### config.mk
export PLATFORM = sky130hd
export DESIGN_NAME = hd_video_timing_gen_flat
export DESIGN_NICKNAME = d
export VERILOG_FILES = /design/src/rtl/hd_timing_pkg.sv /design/src/rtl/hd_video_timing_gen_if.sv /design/src/rtl/hd_axis_counter.sv /design/src/rtl/hd_video_timing_gen.sv /design/src/flat_wrapper.sv
export SDC_FILE = /design/constraint.sdc
export NUM_CORES = 1
export LEC_CHECK = 0
export CAP_MARGIN = 25
export CELL_PAD_IN_SITES_DETAIL_PLACEMENT = 1
export CELL_PAD_IN_SITES_GLOBAL_PLACEMENT = 1
export CORE_MARGIN = 2
export CORE_UTILIZATION = 35
export CTS_CLUSTER_SIZE = 14
export DETAILED_ROUTE_END_ITERATION = 12
export GPL_TIMING_DRIVEN = 0
export PLACE_DENSITY_LB_ADDON = 0.1
export SLEW_MARGIN = 20
export SYNTH_ARGS = -nofsm -noshare
export SYNTH_HDL_FRONTEND = slang
export SYNTH_SLANG_ARGS = --single-unit
### constraint.sdc
create_clock -name clk_out -period 1.9 [get_ports clk_out]
set_input_delay 0.38 -clock clk_out [delete_from_list [all_inputs] [get_ports clk_out]]
set_output_delay 0.38 -clock clk_out [all_outputs]
set_load 0.02 [all_outputs]
### src/rtl/hd_timing_pkg.sv
// Shared constants, enums and raster helpers for the HD video timing generator.
// The 1080p60 defaults live here so every instance agrees on the raster.
package hd_timing_pkg;

   localparam int DEF_H_ACTIVE = 1920;
   localparam int DEF_H_FP     = 88;
   localparam int DEF_H_SYNC   = 44;
   localparam int DEF_H_BP     = 148;
   localparam int DEF_V_ACTIVE = 1080;
   localparam int DEF_V_FP     = 4;
   localparam int DEF_V_SYNC   = 5;
   localparam int DEF_V_BP     = 36;

   typedef enum logic [1:0] {ACT, FP, SYNC, BP} axis_phase_e;
   typedef enum logic [1:0] {UNLOCKED, TRACKING, LOCKED} lock_state_e;

   function automatic int h_total(int active, int fp, int sync, int bp);
      return active + fp + sync + bp;
   endfunction

   function automatic int v_total(int active, int fp, int sync, int bp);
      return active + fp + sync + bp;
   endfunction

   // Phase that owns a given position on an axis; used when the V counter is reloaded.
   function automatic axis_phase_e phase_at(int pos, int active, int fp, int sync);
      axis_phase_e ph;
      if (pos < active)                 ph = ACT;
      else if (pos < active + fp)       ph = FP;
      else if (pos < active + fp + sync) ph = SYNC;
      else                              ph = BP;
      return ph;
   endfunction

endpackage

### src/rtl/hd_video_timing_gen_if.sv
// Raster signal bundle between the timing generator (master) and its consumer (slave).
interface hd_video_timing_gen_if;

   logic        i_frame_end;
   logic        o_hd_clk;
   logic        o_hd_hsync;
   logic        o_hd_vsync;
   logic        o_hd_de;
   logic [11:0] o_h_count;
   logic [11:0] o_v_count;
   logic        o_frame_start;
   logic        o_locked;

   modport master (
      input  i_frame_end,
      output o_hd_clk, o_hd_hsync, o_hd_vsync, o_hd_de,
      output o_h_count, o_v_count, o_frame_start, o_locked
   );

   modport slave (
      output i_frame_end,
      input  o_hd_clk, o_hd_hsync, o_hd_vsync, o_hd_de,
      input  o_h_count, o_v_count, o_frame_start, o_locked
   );

endinterface

### src/rtl/hd_axis_counter.sv
// One raster axis: 12-bit position counter with a registered ACT/FP/SYNC/BP phase,
// advance enable, wrap pulse and a synchronous (value, phase) load.
module hd_axis_counter
   import hd_timing_pkg::*;
#(
   parameter int ACT_LEN  = 16,
   parameter int FP_LEN   = 2,
   parameter int SYNC_LEN = 3,
   parameter int BP_LEN   = 3
) (
   input  logic        clk_out,
   input  logic        reset,
   input  logic        adv,
   input  logic        load,
   input  logic [11:0] load_val,
   input  axis_phase_e load_phase,
   output logic [11:0] count,
   output axis_phase_e phase,
   output logic        wrap
);

   localparam int          TOTAL    = h_total(ACT_LEN, FP_LEN, SYNC_LEN, BP_LEN);
   localparam logic [11:0] END_ACT  = 12'(ACT_LEN - 1);
   localparam logic [11:0] END_FP   = 12'(ACT_LEN + FP_LEN - 1);
   localparam logic [11:0] END_SYNC = 12'(ACT_LEN + FP_LEN + SYNC_LEN - 1);
   localparam logic [11:0] LAST     = 12'(TOTAL - 1);

   assign wrap = adv && (count == LAST);

   // NOTE: non-blocking assignments so count and phase both see the pre-edge state.
   always_ff @(posedge clk_out) begin
      if (reset) begin
         count <= '0;
         phase <= ACT;
      end else if (load) begin
         count <= load_val;
         phase <= load_phase;
      end else if (adv) begin
         count <= wrap ? 12'd0 : count + 12'd1;
         unique case (phase)
            ACT:  if (count == END_ACT)  phase <= FP;
            FP:   if (count == END_FP)   phase <= SYNC;
            SYNC: if (count == END_SYNC) phase <= BP;
            BP:   if (count == LAST)     phase <= ACT;
         endcase
      end
   end

endmodule

### src/rtl/hd_video_timing_gen.sv
// HD raster timing generator: pixel divider, H/V axis counters and registered syncs.
// Define HD_TIMING_FRAME_LOCK_EN to slave the vertical position to i_frame_end.
module hd_video_timing_gen
   import hd_timing_pkg::*;
#(
   parameter int   H_ACTIVE  = DEF_H_ACTIVE,
   parameter int   H_FP      = DEF_H_FP,
   parameter int   H_SYNC    = DEF_H_SYNC,
   parameter int   H_BP      = DEF_H_BP,
   parameter int   V_ACTIVE  = DEF_V_ACTIVE,
   parameter int   V_FP      = DEF_V_FP,
   parameter int   V_SYNC    = DEF_V_SYNC,
   parameter int   V_BP      = DEF_V_BP,
   parameter logic SYNC_POL  = 1'b1,
   parameter int   CLK_DIV   = 2,
   parameter int   LOCK_LINE = 1100,
   parameter int   LOCK_TOL  = 2
) (
   input  logic                 clk_out,
   input  logic                 reset,
   hd_video_timing_gen_if.master vid
);

   localparam int                H_TOTAL    = h_total(H_ACTIVE, H_FP, H_SYNC, H_BP);
   localparam int                V_TOTAL    = v_total(V_ACTIVE, V_FP, V_SYNC, V_BP);
   localparam int                DIV_W      = $clog2(CLK_DIV);
   localparam logic [DIV_W-1:0]  DIV_LAST   = DIV_W'(CLK_DIV - 1);
   localparam logic [DIV_W-1:0]  DIV_HALF   = DIV_W'(CLK_DIV / 2);
   localparam logic [11:0]       LOCK_V     = 12'(LOCK_LINE);
   localparam axis_phase_e       LOCK_PHASE = phase_at(LOCK_LINE, V_ACTIVE, V_FP, V_SYNC);

   if (H_TOTAL > 4096 || V_TOTAL > 4096) begin : g_total_check
      $error("hd_video_timing_gen: H_TOTAL/V_TOTAL exceed 12-bit counters");
   end
   if (CLK_DIV < 2) begin : g_div_check
      $error("hd_video_timing_gen: CLK_DIV must be at least 2");
   end
   if (LOCK_LINE >= V_TOTAL || 2 * LOCK_TOL >= V_TOTAL) begin : g_lock_check
      $error("hd_video_timing_gen: LOCK_LINE/LOCK_TOL outside the frame");
   end

   logic [DIV_W-1:0] div;
   logic             pix_en;
   logic [11:0]      h_count, v_count;
   axis_phase_e      h_phase, v_phase;
   logic             line_start;
   logic             v_load;
   logic             v_wrap_unused;
   logic             locked;

   assign pix_en = (div == DIV_LAST);

   always_ff @(posedge clk_out) begin
      if (reset)       div <= '0;
      else if (pix_en) div <= '0;
      else             div <= div + DIV_W'(1);
   end

   hd_axis_counter #(
      .ACT_LEN(H_ACTIVE), .FP_LEN(H_FP), .SYNC_LEN(H_SYNC), .BP_LEN(H_BP)
   ) u_h_axis (
      .clk_out(clk_out), .reset(reset), .adv(pix_en), .load(1'b0),
      .load_val(12'd0), .load_phase(ACT),
      .count(h_count), .phase(h_phase), .wrap(line_start)
   );

   hd_axis_counter #(
      .ACT_LEN(V_ACTIVE), .FP_LEN(V_FP), .SYNC_LEN(V_SYNC), .BP_LEN(V_BP)
   ) u_v_axis (
      .clk_out(clk_out), .reset(reset), .adv(line_start), .load(v_load),
      .load_val(LOCK_V), .load_phase(LOCK_PHASE),
      .count(v_count), .phase(v_phase), .wrap(v_wrap_unused)
   );

`ifdef HD_TIMING_FRAME_LOCK_EN
   localparam logic [12:0] V_TOTAL13 = 13'(V_TOTAL);
   localparam logic [12:0] LOCK_V13  = 13'(LOCK_LINE);
   localparam logic [11:0] TOL12     = 12'(LOCK_TOL);
   localparam logic [11:0] GOOD_HI   = 12'(V_TOTAL - LOCK_TOL);

   lock_state_e lock_state;
   logic        pending;
   logic [1:0]  good_cnt;
   logic [12:0] err_raw;
   logic [11:0] err_mod;
   logic        frame_good;

   // Line error folded into [0, V_TOTAL); the top TOL values are the negative errors.
   always_comb begin
      // NOTE: every variable gets a default first so no path can infer a latch.
      err_raw    = {1'b0, v_count} + V_TOTAL13 - LOCK_V13;
      err_mod    = err_raw[11:0];
      if (err_raw >= V_TOTAL13) err_mod = 12'(err_raw - V_TOTAL13);
      frame_good = (err_mod <= TOL12) || (err_mod >= GOOD_HI);
   end

   assign v_load = line_start && pending && !frame_good;

   always_ff @(posedge clk_out) begin
      if (reset) begin
         lock_state <= UNLOCKED;
         pending    <= 1'b0;
         good_cnt   <= '0;
      end else if (line_start) begin
         // A pulse coincident with line_start is held for the next one.
         pending <= vid.i_frame_end;
         if (pending) begin
            if (!frame_good) begin
               lock_state <= UNLOCKED;
               good_cnt   <= '0;
            end else begin
               case (lock_state)
                  UNLOCKED: begin
                     lock_state <= TRACKING;
                     good_cnt   <= '0;
                  end
                  TRACKING: begin
                     if (good_cnt == 2'd3) lock_state <= LOCKED;
                     else                  good_cnt   <= good_cnt + 2'd1;
                  end
                  default: lock_state <= LOCKED;
               endcase
            end
         end
      end else if (vid.i_frame_end) begin
         pending <= 1'b1;
      end
   end

   assign locked = (lock_state == LOCKED);
`else
   logic frame_end_unused;
   assign frame_end_unused = vid.i_frame_end;
   assign v_load           = 1'b0;
   assign locked           = 1'b0;
`endif

   logic hd_clk_q, hsync_q, vsync_q, de_q, frame_start_q;

   always_ff @(posedge clk_out) begin
      if (reset) begin
         hd_clk_q      <= 1'b0;
         hsync_q       <= ~SYNC_POL;
         vsync_q       <= ~SYNC_POL;
         de_q          <= 1'b0;
         frame_start_q <= 1'b0;
      end else begin
         hd_clk_q      <= (div < DIV_HALF);
         hsync_q       <= (h_phase == SYNC) ? SYNC_POL : ~SYNC_POL;
         vsync_q       <= (v_phase == SYNC) ? SYNC_POL : ~SYNC_POL;
         de_q          <= (h_phase == ACT) && (v_phase == ACT);
         frame_start_q <= pix_en && (h_count == 12'd0) && (v_count == 12'd0);
      end
   end

   assign vid.o_hd_clk      = hd_clk_q;
   assign vid.o_hd_hsync    = hsync_q;
   assign vid.o_hd_vsync    = vsync_q;
   assign vid.o_hd_de       = de_q;
   assign vid.o_h_count     = h_count;
   assign vid.o_v_count     = v_count;
   assign vid.o_frame_start = frame_start_q;
   assign vid.o_locked      = locked;

endmodule

### src/flat_wrapper.sv
// flat-port wrapper written by rule: the top's interface ports become plain ports
module hd_video_timing_gen_flat import hd_timing_pkg::*;
#(
   parameter int   H_ACTIVE  = DEF_H_ACTIVE,
   parameter int   H_FP      = DEF_H_FP,
   parameter int   H_SYNC    = DEF_H_SYNC,
   parameter int   H_BP      = DEF_H_BP,
   parameter int   V_ACTIVE  = DEF_V_ACTIVE,
   parameter int   V_FP      = DEF_V_FP,
   parameter int   V_SYNC    = DEF_V_SYNC,
   parameter int   V_BP      = DEF_V_BP,
   parameter logic SYNC_POL  = 1'b1,
   parameter int   CLK_DIV   = 2,
   parameter int   LOCK_LINE = 1100,
   parameter int   LOCK_TOL  = 2
)
  (clk_out, reset, vid_i_frame_end, vid_o_hd_clk, vid_o_hd_hsync, vid_o_hd_vsync, vid_o_hd_de, vid_o_h_count, vid_o_v_count, vid_o_frame_start, vid_o_locked);
  hd_video_timing_gen_if vid_i ();
  input  logic clk_out;
  input  logic reset;
  input wire logic [$bits(vid_i.i_frame_end)-1:0] vid_i_frame_end;
  output wire logic [$bits(vid_i.o_hd_clk)-1:0] vid_o_hd_clk;
  output wire logic [$bits(vid_i.o_hd_hsync)-1:0] vid_o_hd_hsync;
  output wire logic [$bits(vid_i.o_hd_vsync)-1:0] vid_o_hd_vsync;
  output wire logic [$bits(vid_i.o_hd_de)-1:0] vid_o_hd_de;
  output wire logic [$bits(vid_i.o_h_count)-1:0] vid_o_h_count;
  output wire logic [$bits(vid_i.o_v_count)-1:0] vid_o_v_count;
  output wire logic [$bits(vid_i.o_frame_start)-1:0] vid_o_frame_start;
  output wire logic [$bits(vid_i.o_locked)-1:0] vid_o_locked;
  assign vid_i.i_frame_end = vid_i_frame_end;
  assign vid_o_hd_clk = vid_i.o_hd_clk;
  assign vid_o_hd_hsync = vid_i.o_hd_hsync;
  assign vid_o_hd_vsync = vid_i.o_hd_vsync;
  assign vid_o_hd_de = vid_i.o_hd_de;
  assign vid_o_h_count = vid_i.o_h_count;
  assign vid_o_v_count = vid_i.o_v_count;
  assign vid_o_frame_start = vid_i.o_frame_start;
  assign vid_o_locked = vid_i.o_locked;
  hd_video_timing_gen #(.H_ACTIVE(H_ACTIVE), .H_FP(H_FP), .H_SYNC(H_SYNC), .H_BP(H_BP), .V_ACTIVE(V_ACTIVE), .V_FP(V_FP), .V_SYNC(V_SYNC), .V_BP(V_BP), .SYNC_POL(SYNC_POL), .CLK_DIV(CLK_DIV), .LOCK_LINE(LOCK_LINE), .LOCK_TOL(LOCK_TOL)) u_core (.clk_out(clk_out), .reset(reset), .vid(vid_i));
endmodule
==> flow_metrics.tcl, run 1 <==
set metrics [dict create \
    dp.cells 305 \
    via_count 1619 \
    synth_fa_ha_area_frac 0.1021 \
    ys.flop_type "dfxtp_1" \
    cts_sinks 34 \
    powerDensity_nw_per_um2 522.7 \
    finalCritPeriodShare 1.018 \
    fillers 602 \
    grt_max_degree 11 \
    wl_um 4877 \
    start_util 0.3622 \
    r2r_slack_ns -0.03 \
    synth-simple-area-share 0.2900 \
    synth_compound_area_frac 0.07556 \
    finalSetupViolations 3 \
    antenna_found_initial 0 \
    crit_fanout 8 \
    yosys_warnings 0 \
    regToRegStartpoint "u_core.u_h_axis.count[5]$_SDFFE_PP0P_" \
    core_area_um2 5075 \
    cp-start-kind "register" \
    cap_violations 0 \
    rsz0062_at_grt "true" \
    synth_enable_flop_cells 0 \
    clockBufferDepth 2 \
    gp_congestion 0.7458 \
    grt_pass1_wl_um 7914 \
    place_hpwl_um 3391 \
    status "complete, but fails checks" \
    layout-drive-gt1-share 0.2460 \
    final_area_um2 2595 \
    drtIter0Drc 74 \
    ctsHoldBuffers 0 \
    rr_worst_depth 6 \
    path_clk_slew_ns 0.07 \
    num-nets-final 269 \
    yosysTopAreaCell "dfxtp_1" \
    p_sw_frac 0.2281 \
    first_pass_iters 5 \
    cts_buffers 5 \
    synth_top_family_by_area "simple AND/OR/NAND/NOR gates" \
    syn_area_um2 1838 \
    syn_to_final_growth_pct 41.18 \
    fin_util 0.5113 \
    root_buffer "clkbuf_8" \
    drt.antenna.violating_nets 0 \
    violations "setup timing" \
    fin_crit_ns 1.935 \
    diodes 0 \
    critPathLaunch "u_core.u_h_axis.count[5]$_SDFFE_PP0P_" \
    grt-ovfl-total 0 \
    instances_no_fill 322 \
    die-area_um2 5847 \
    required_ns 2.12 \
    grt_pass1_vias 1614 \
    skew_ns 0.002228 \
    synthXorXnorAreaFrac 0.09054 \
    fp-row-count 26 \
    clockPowerShare 0.404 \
    synthMuxAreaShare 0.02723 \
    hold_path.class "in2reg" \
    crit_end "u_core.u_v_axis.count[11]$_SDFFE_PP0N_" \
    synth.top_cells.by_count "34 x dfxtp_1, 30 x nor2_1, 16 x nand2_1, 15 x ha_1, 13 x xor2_1" \
    syn_inst 206 \
    syn_nets 224 \
    h-tree-depth 2 \
    yosysMostFrequentCell "dfxtp_1" \
    wl_per_cell_um 15.15 \
    yosys_register_bits 34 \
    die_w_um 76.47 \
    cts_tree "yes" \
    viasPerCell 5.028 \
    setup_slack_ns -0.03496 \
    synthesis.area_per_instance_um2 8.922 \
    io_buffers 29 \
    ios 33 \
    netSwitchingPower_mw 0.3093 \
    worstReg2RegEnd "u_core.u_v_axis.count[11]$_SDFFE_PP0N_" \
    slew_violations 0 \
    ys_seq_area_frac 0.3703 \
    path_class "reg2reg" \
    p_leak_nw 0.9966 \
    cp.arrival_ns 2.15 \
    finalHoldViolCount 0 \
    die_h_um 76.47 \
    end_kind "register" \
    drcViolationCount 0 \
    p_int_mw 1.047 \
    groute.usage.overall 0.1674 \
    ir_drop_v 0.0003328 \
    synthArstFlopShare 0 \
    placed_area_um2 2271 \
    combPwrFrac 0.057 \
    fmax_mhz 516.8 \
    clk_latency_ns 0.28 \
    synthTopCellsByArea "dfxtp_1 37%, ha_1 10%, xor2_1 6.2%" \
    seqPwrFrac 0.539 \
    netlist.area_leader.share 0.3703 \
    synth_cell_types 40 \
]
-- flip-flops by register name, indices dropped and copies added (netlist names) --
name,cells
u_core.vid.o_hd_de,1
u_core.vid.o_hd_vsync,1
u_core.u_h_axis.phase,2
u_core.u_h_axis.count,12
u_core.vid.o_hd_clk,1
u_core.vid.o_hd_hsync,1
u_core.u_v_axis.phase,2
u_core.div,1
u_core.vid.o_frame_start,1
u_core.u_v_axis.count,12
-- cell families after synthesis --
group                    after synthesis
AND/OR/NAND/NOR                       96
adder cells (fa/ha/maj)               15
buffers and inverters                 19
AO/OA/AOI/OAI                         17
other                                  1
XOR/XNOR                              19
flip-flops                            34
multiplexers                           5
-- critical path, cell delays in order (launching register included) --
cell	delay (ns)
dfxtp_1	0.39
or3b_4	0.46
nor4_4	0.23
buf_4	0.19
nand3_2	0.09
or3_1	0.38
a21oi_1	0.13
-- layout by cell type, fill, tap and decap left out, drive strengths merged, types with 3 or more instances in the layout --
cell and count:
ha 15, nand3 5, and2 3, and3 9, inv 11, buf 13, dfxtp 34, clkbuf 11
o31ai 4, o21ai 4, nor2 30, o41ai 3, nor3 4, xor2 13, nand2 16, nand4b 3
or3b 3, mux2i 5, nand4 10, xnor2 6, clkdlybuf4s50 29
-- stage by stage --
stage	setup slack [ns]	hold WS, ns	power [mW]	setup TNS, ns
6_report	-0.03496	0.4732	1.356	-0.08630
3_5_place_dp	-0.3818	0.5030	0.8248	-5.327
3_3_place_gp	-0.3412	0.4900	0.8234	-5.119
5_1_grt	-0.1323	0.5009	1.431	-1.071
2_1_floorplan	0.008871	0.4677	0.7949	0
4_1_cts	-0.07186	0.4540	1.380	-0.2994
-- timing repair --
action,in CTS,in global routing
buffers inserted,8,2
pin swaps,16,12
gates resized for setup,21,24
setup endpoints to repair,26,16
-- power by group through the flow --
stage / Clock [mW] / Sequential [mW] / Combinational, mW
detailed placement: 0 / 0.748 / 0.0767
global placement: 0 / 0.747 / 0.0759
global route: 0.614 / 0.733 / 0.0842
CTS: 0.573 / 0.734 / 0.0736
finish: 0.548 / 0.731 / 0.0773
floorplan: 0 / 0.756 / 0.0389
-- final cells by class --
| cell class | instances | area [µm²] | share of cell area |
|---|---|---|---|
| Clock buffer | 7 | 86.33 | 0.03327 |
| Sequential cell | 34 | 710.7 | 0.2739 |
| Tap cell | 70 | 87.58 | 0.03375 |
| Buffer | 7 | 56.30 | 0.02170 |
| Multi-Input combinational cell | 153 | 1222 | 0.4711 |
| Clock inverter | 1 | 5.005 | 0.001929 |
| Inverter | 11 | 48.80 | 0.01880 |
| Timing Repair Buffer | 39 | 377.9 | 0.1456 |
-- metal layers --
| metal | GRT usage | vias up | share of wire |
|---|---|---|---|
| met1 | 0.2215 | 782 | 0.49 |
| li1 | - | 802 | - |
| met5 | 0 | - | 0 |
| met2 | 0.2655 | 29 | 0.47 |
| met3 | 0.04265 | 6 | 0.033 |
| met4 | 0.05636 | 0 | 0.014 |
-- how the worst min path moves through the flow --
stage	startpoint	endpoint	slack [ns]	cells after the start
2_1_floorplan	u_core.u_h_axis.phase[1]$_SDFFE_PP0P_	u_core.u_h_axis.phase[1]$_SDFFE_PP0P_	0.47	2
3_3_place_gp	u_core.u_h_axis.phase[1]$_SDFFE_PP0P_	u_core.u_h_axis.phase[1]$_SDFFE_PP0P_	0.49	2
3_5_place_dp	u_core.u_h_axis.phase[0]$_SDFFE_PP0P_	u_core.u_h_axis.phase[0]$_SDFFE_PP0P_	0.50	2
4_1_cts	reset	u_core.vid.o_hd_clk$_SDFF_PP0_	0.45	2
5_1_grt	reset	u_core.vid.o_hd_hsync$_SDFF_PP0_	0.50	2
6_report	reset	u_core.vid.o_hd_clk$_SDFF_PP0_	0.47	2
No activity file was read; power rests on OpenSTA's default activity.
==> inputs of run 2 (changes only) <==
--- a/config.mk
+++ b/config.mk
@@ -8,6 +8,7 @@
 export CAP_MARGIN = 25
 export CELL_PAD_IN_SITES_DETAIL_PLACEMENT = 1
 export CELL_PAD_IN_SITES_GLOBAL_PLACEMENT = 1
+export CORE_ASPECT_RATIO = 0.6
 export CORE_MARGIN = 2
 export CORE_UTILIZATION = 35
 export CTS_CLUSTER_SIZE = 14
==> flow_metrics.tcl, run 2 (synthesis gave the netlist of run 1 again) <==
set metrics [dict create \
    finalCritPeriodShare 1.045 \
    required_ns 2.08 \
    tns_ns -1.115 \
    die_h_um 60.13 \
    whs_endpoint "u_core.div$_SDFF_PP0_" \
    drt.antenna.violating_nets 0 \
    r2r_slack_ns -0.09 \
    cts_sinks 34 \
    start_util 0.3636 \
    path_cells "or4_1 -> clkbuf_2 -> o31ai_1 -> and2_4 -> buf_6 -> nor2_1" \
    placed_area_um2 2266 \
    core_area_um2 5055 \
    cp-start-kind "register" \
    h-tree-depth 2 \
    via_count 1602 \
    place_hpwl_um 3677 \
    num-nets-final 272 \
    rr_worst_depth 6 \
    groute.usage.overall 0.1824 \
    end_kind "register" \
    hold_start "reset" \
    holdWs_ns 0.4816 \
    regToRegStartpoint "u_core.u_v_axis.count[11]$_SDFFE_PP0N_" \
    clockBufferDepth 2 \
    rsz0062_at_grt "true" \
    drtIter0Drc 50 \
    viasPerCell 4.991 \
    reg_top3 "u_core.u_h_axis.count x12, u_core.u_v_axis.count x12" \
    final_cell_mix "30 x nor2_1, 29 x clkdlybuf4s50_1, 20 x dfxtp_1" \
    path_class "reg2reg" \
    violations "setup timing" \
    grt_max_degree 11 \
    final_common_cell "nor2_1" \
    instances_no_fill 321 \
    diodes 0 \
    grt_pass1_vias 1603 \
    gp_congestion 0.7085 \
    final_area_um2 2587 \
    ios 33 \
    path_clk_slew_ns 0.07 \
    worstReg2RegEnd "u_core.u_v_axis.count[8]$_SDFFE_PP0N_" \
    wl_per_cell_um 15.85 \
    root_buffer "clkbuf_8" \
    dp.cells 301 \
    critical-path-max-stage-delay_ns 0.52 \
    cts_tree "yes" \
    critPathLaunch "u_core.u_v_axis.count[11]$_SDFFE_PP0N_" \
    hold_path.class "in2reg" \
    antenna_found_initial 0 \
    p_leak_nw 1.009 \
    crit_fanout 9 \
    slew_violations 0 \
    skew_ns 0.003798 \
    cap_violations 0 \
    fmax_mhz 503.6 \
    drcViolationCount 0 \
    finalHoldViolCount 0 \
    ir_drop_v 0.0002262 \
    cp.buffers_inverters 2 \
    grt-ovfl-total 0 \
    clk_latency_ns 0.29 \
    finalSetupViolations 27 \
    die-area_um2 5866 \
    die_w_um 97.56 \
    first_pass_iters 4 \
    fin_crit_ns 1.986 \
    cp_top_family "simple AND/OR/NAND/NOR gates" \
    wl_um 5089 \
    io_buffers 29 \
    cts_buffers 5 \
    crit_slowest_cell "or4_1" \
    cp.arrival_ns 2.17 \
    fillers 579 \
    syn_to_final_growth_pct 40.78 \
    status "complete, but fails checks" \
    hold_depth 2 \
    grt_pass1_wl_um 8266 \
    fp-row-count 20 \
    setup_slack_ns -0.08560 \
    layout-drive-gt1-share 0.2431 \
    powerDensity_nw_per_um2 559.8 \
]
==> run 2: cell type report <==
| type | count | area (µm²) | area share |
|---|---|---|---|
| inverter | 11 | 41.29 | 0.01596 |
| tap | 66 | 82.58 | 0.03191 |
| clock buffer | 8 | 110.1 | 0.04255 |
| buffer | 7 | 57.56 | 0.02224 |
| timing repair buffer | 42 | 395.4 | 0.1528 |
| sequential | 34 | 703.2 | 0.2718 |
| multi-input combinational | 153 | 1197 | 0.4628 |
==> run 2: worst max-delay path by stage <==
stage / to / slack (ns) / cells past startpoint
6_report: u_core.u_v_axis.count[8]$_SDFFE_PP0N_ / -0.09 / 6
3_5_place_dp: u_core.u_v_axis.count[8]$_SDFFE_PP0N_ / -0.36 / 7
5_1_grt: u_core.u_v_axis.phase[1]$_SDFFE_PP0P_ / -0.18 / 7
3_3_place_gp: u_core.u_v_axis.count[8]$_SDFFE_PP0N_ / -0.31 / 7
4_1_cts: u_core.u_v_axis.phase[1]$_SDFFE_PP0P_ / -0.10 / 6
2_1_floorplan: u_core.u_v_axis.count[10]$_SDFFE_PP0N_ / 0.009 / 5
==> run 2: per-stage QoR <==
stage	total power [mW]	setup slack (ns)	utilization
6_report	1.448	-0.08560	0.5119
4_1_cts	1.466	-0.1020	0.4951
2_1_floorplan	0.7949	0.008871	-
5_1_grt	1.511	-0.1758	0.5119
3_5_place_dp	0.8249	-0.3623	0.4483
3_3_place_gp	0.8237	-0.3077	0.4483
==> run 2: what timing repair did <==
item | CTS | global route
gates resized for setup | 20 | 16
setup endpoints to repair | 26 | 28
pin swaps | 12 | 6
hold buffers | 0 | 0
setup buffers | 9 | 4
==> run 2: power by group <==
part | total (mW) | internal, mW | switching [mW]
clock network | 0.634 | 0.366 | 0.268
registers | 0.733 | 0.720 | 0.0126
logic | 0.0814 | 0.0383 | 0.0431
==> run 2: metal layers <==
metal / GRT usage / wire [µm] / up-vias
met1: 0.2881 / 2997 / 776
met4: 0.04167 / 33 / 0
met2: 0.2453 / 1949 / 17
li1: - / - / 804
met5: 0 / 0 / -
met3: 0.03977 / 109 / 5
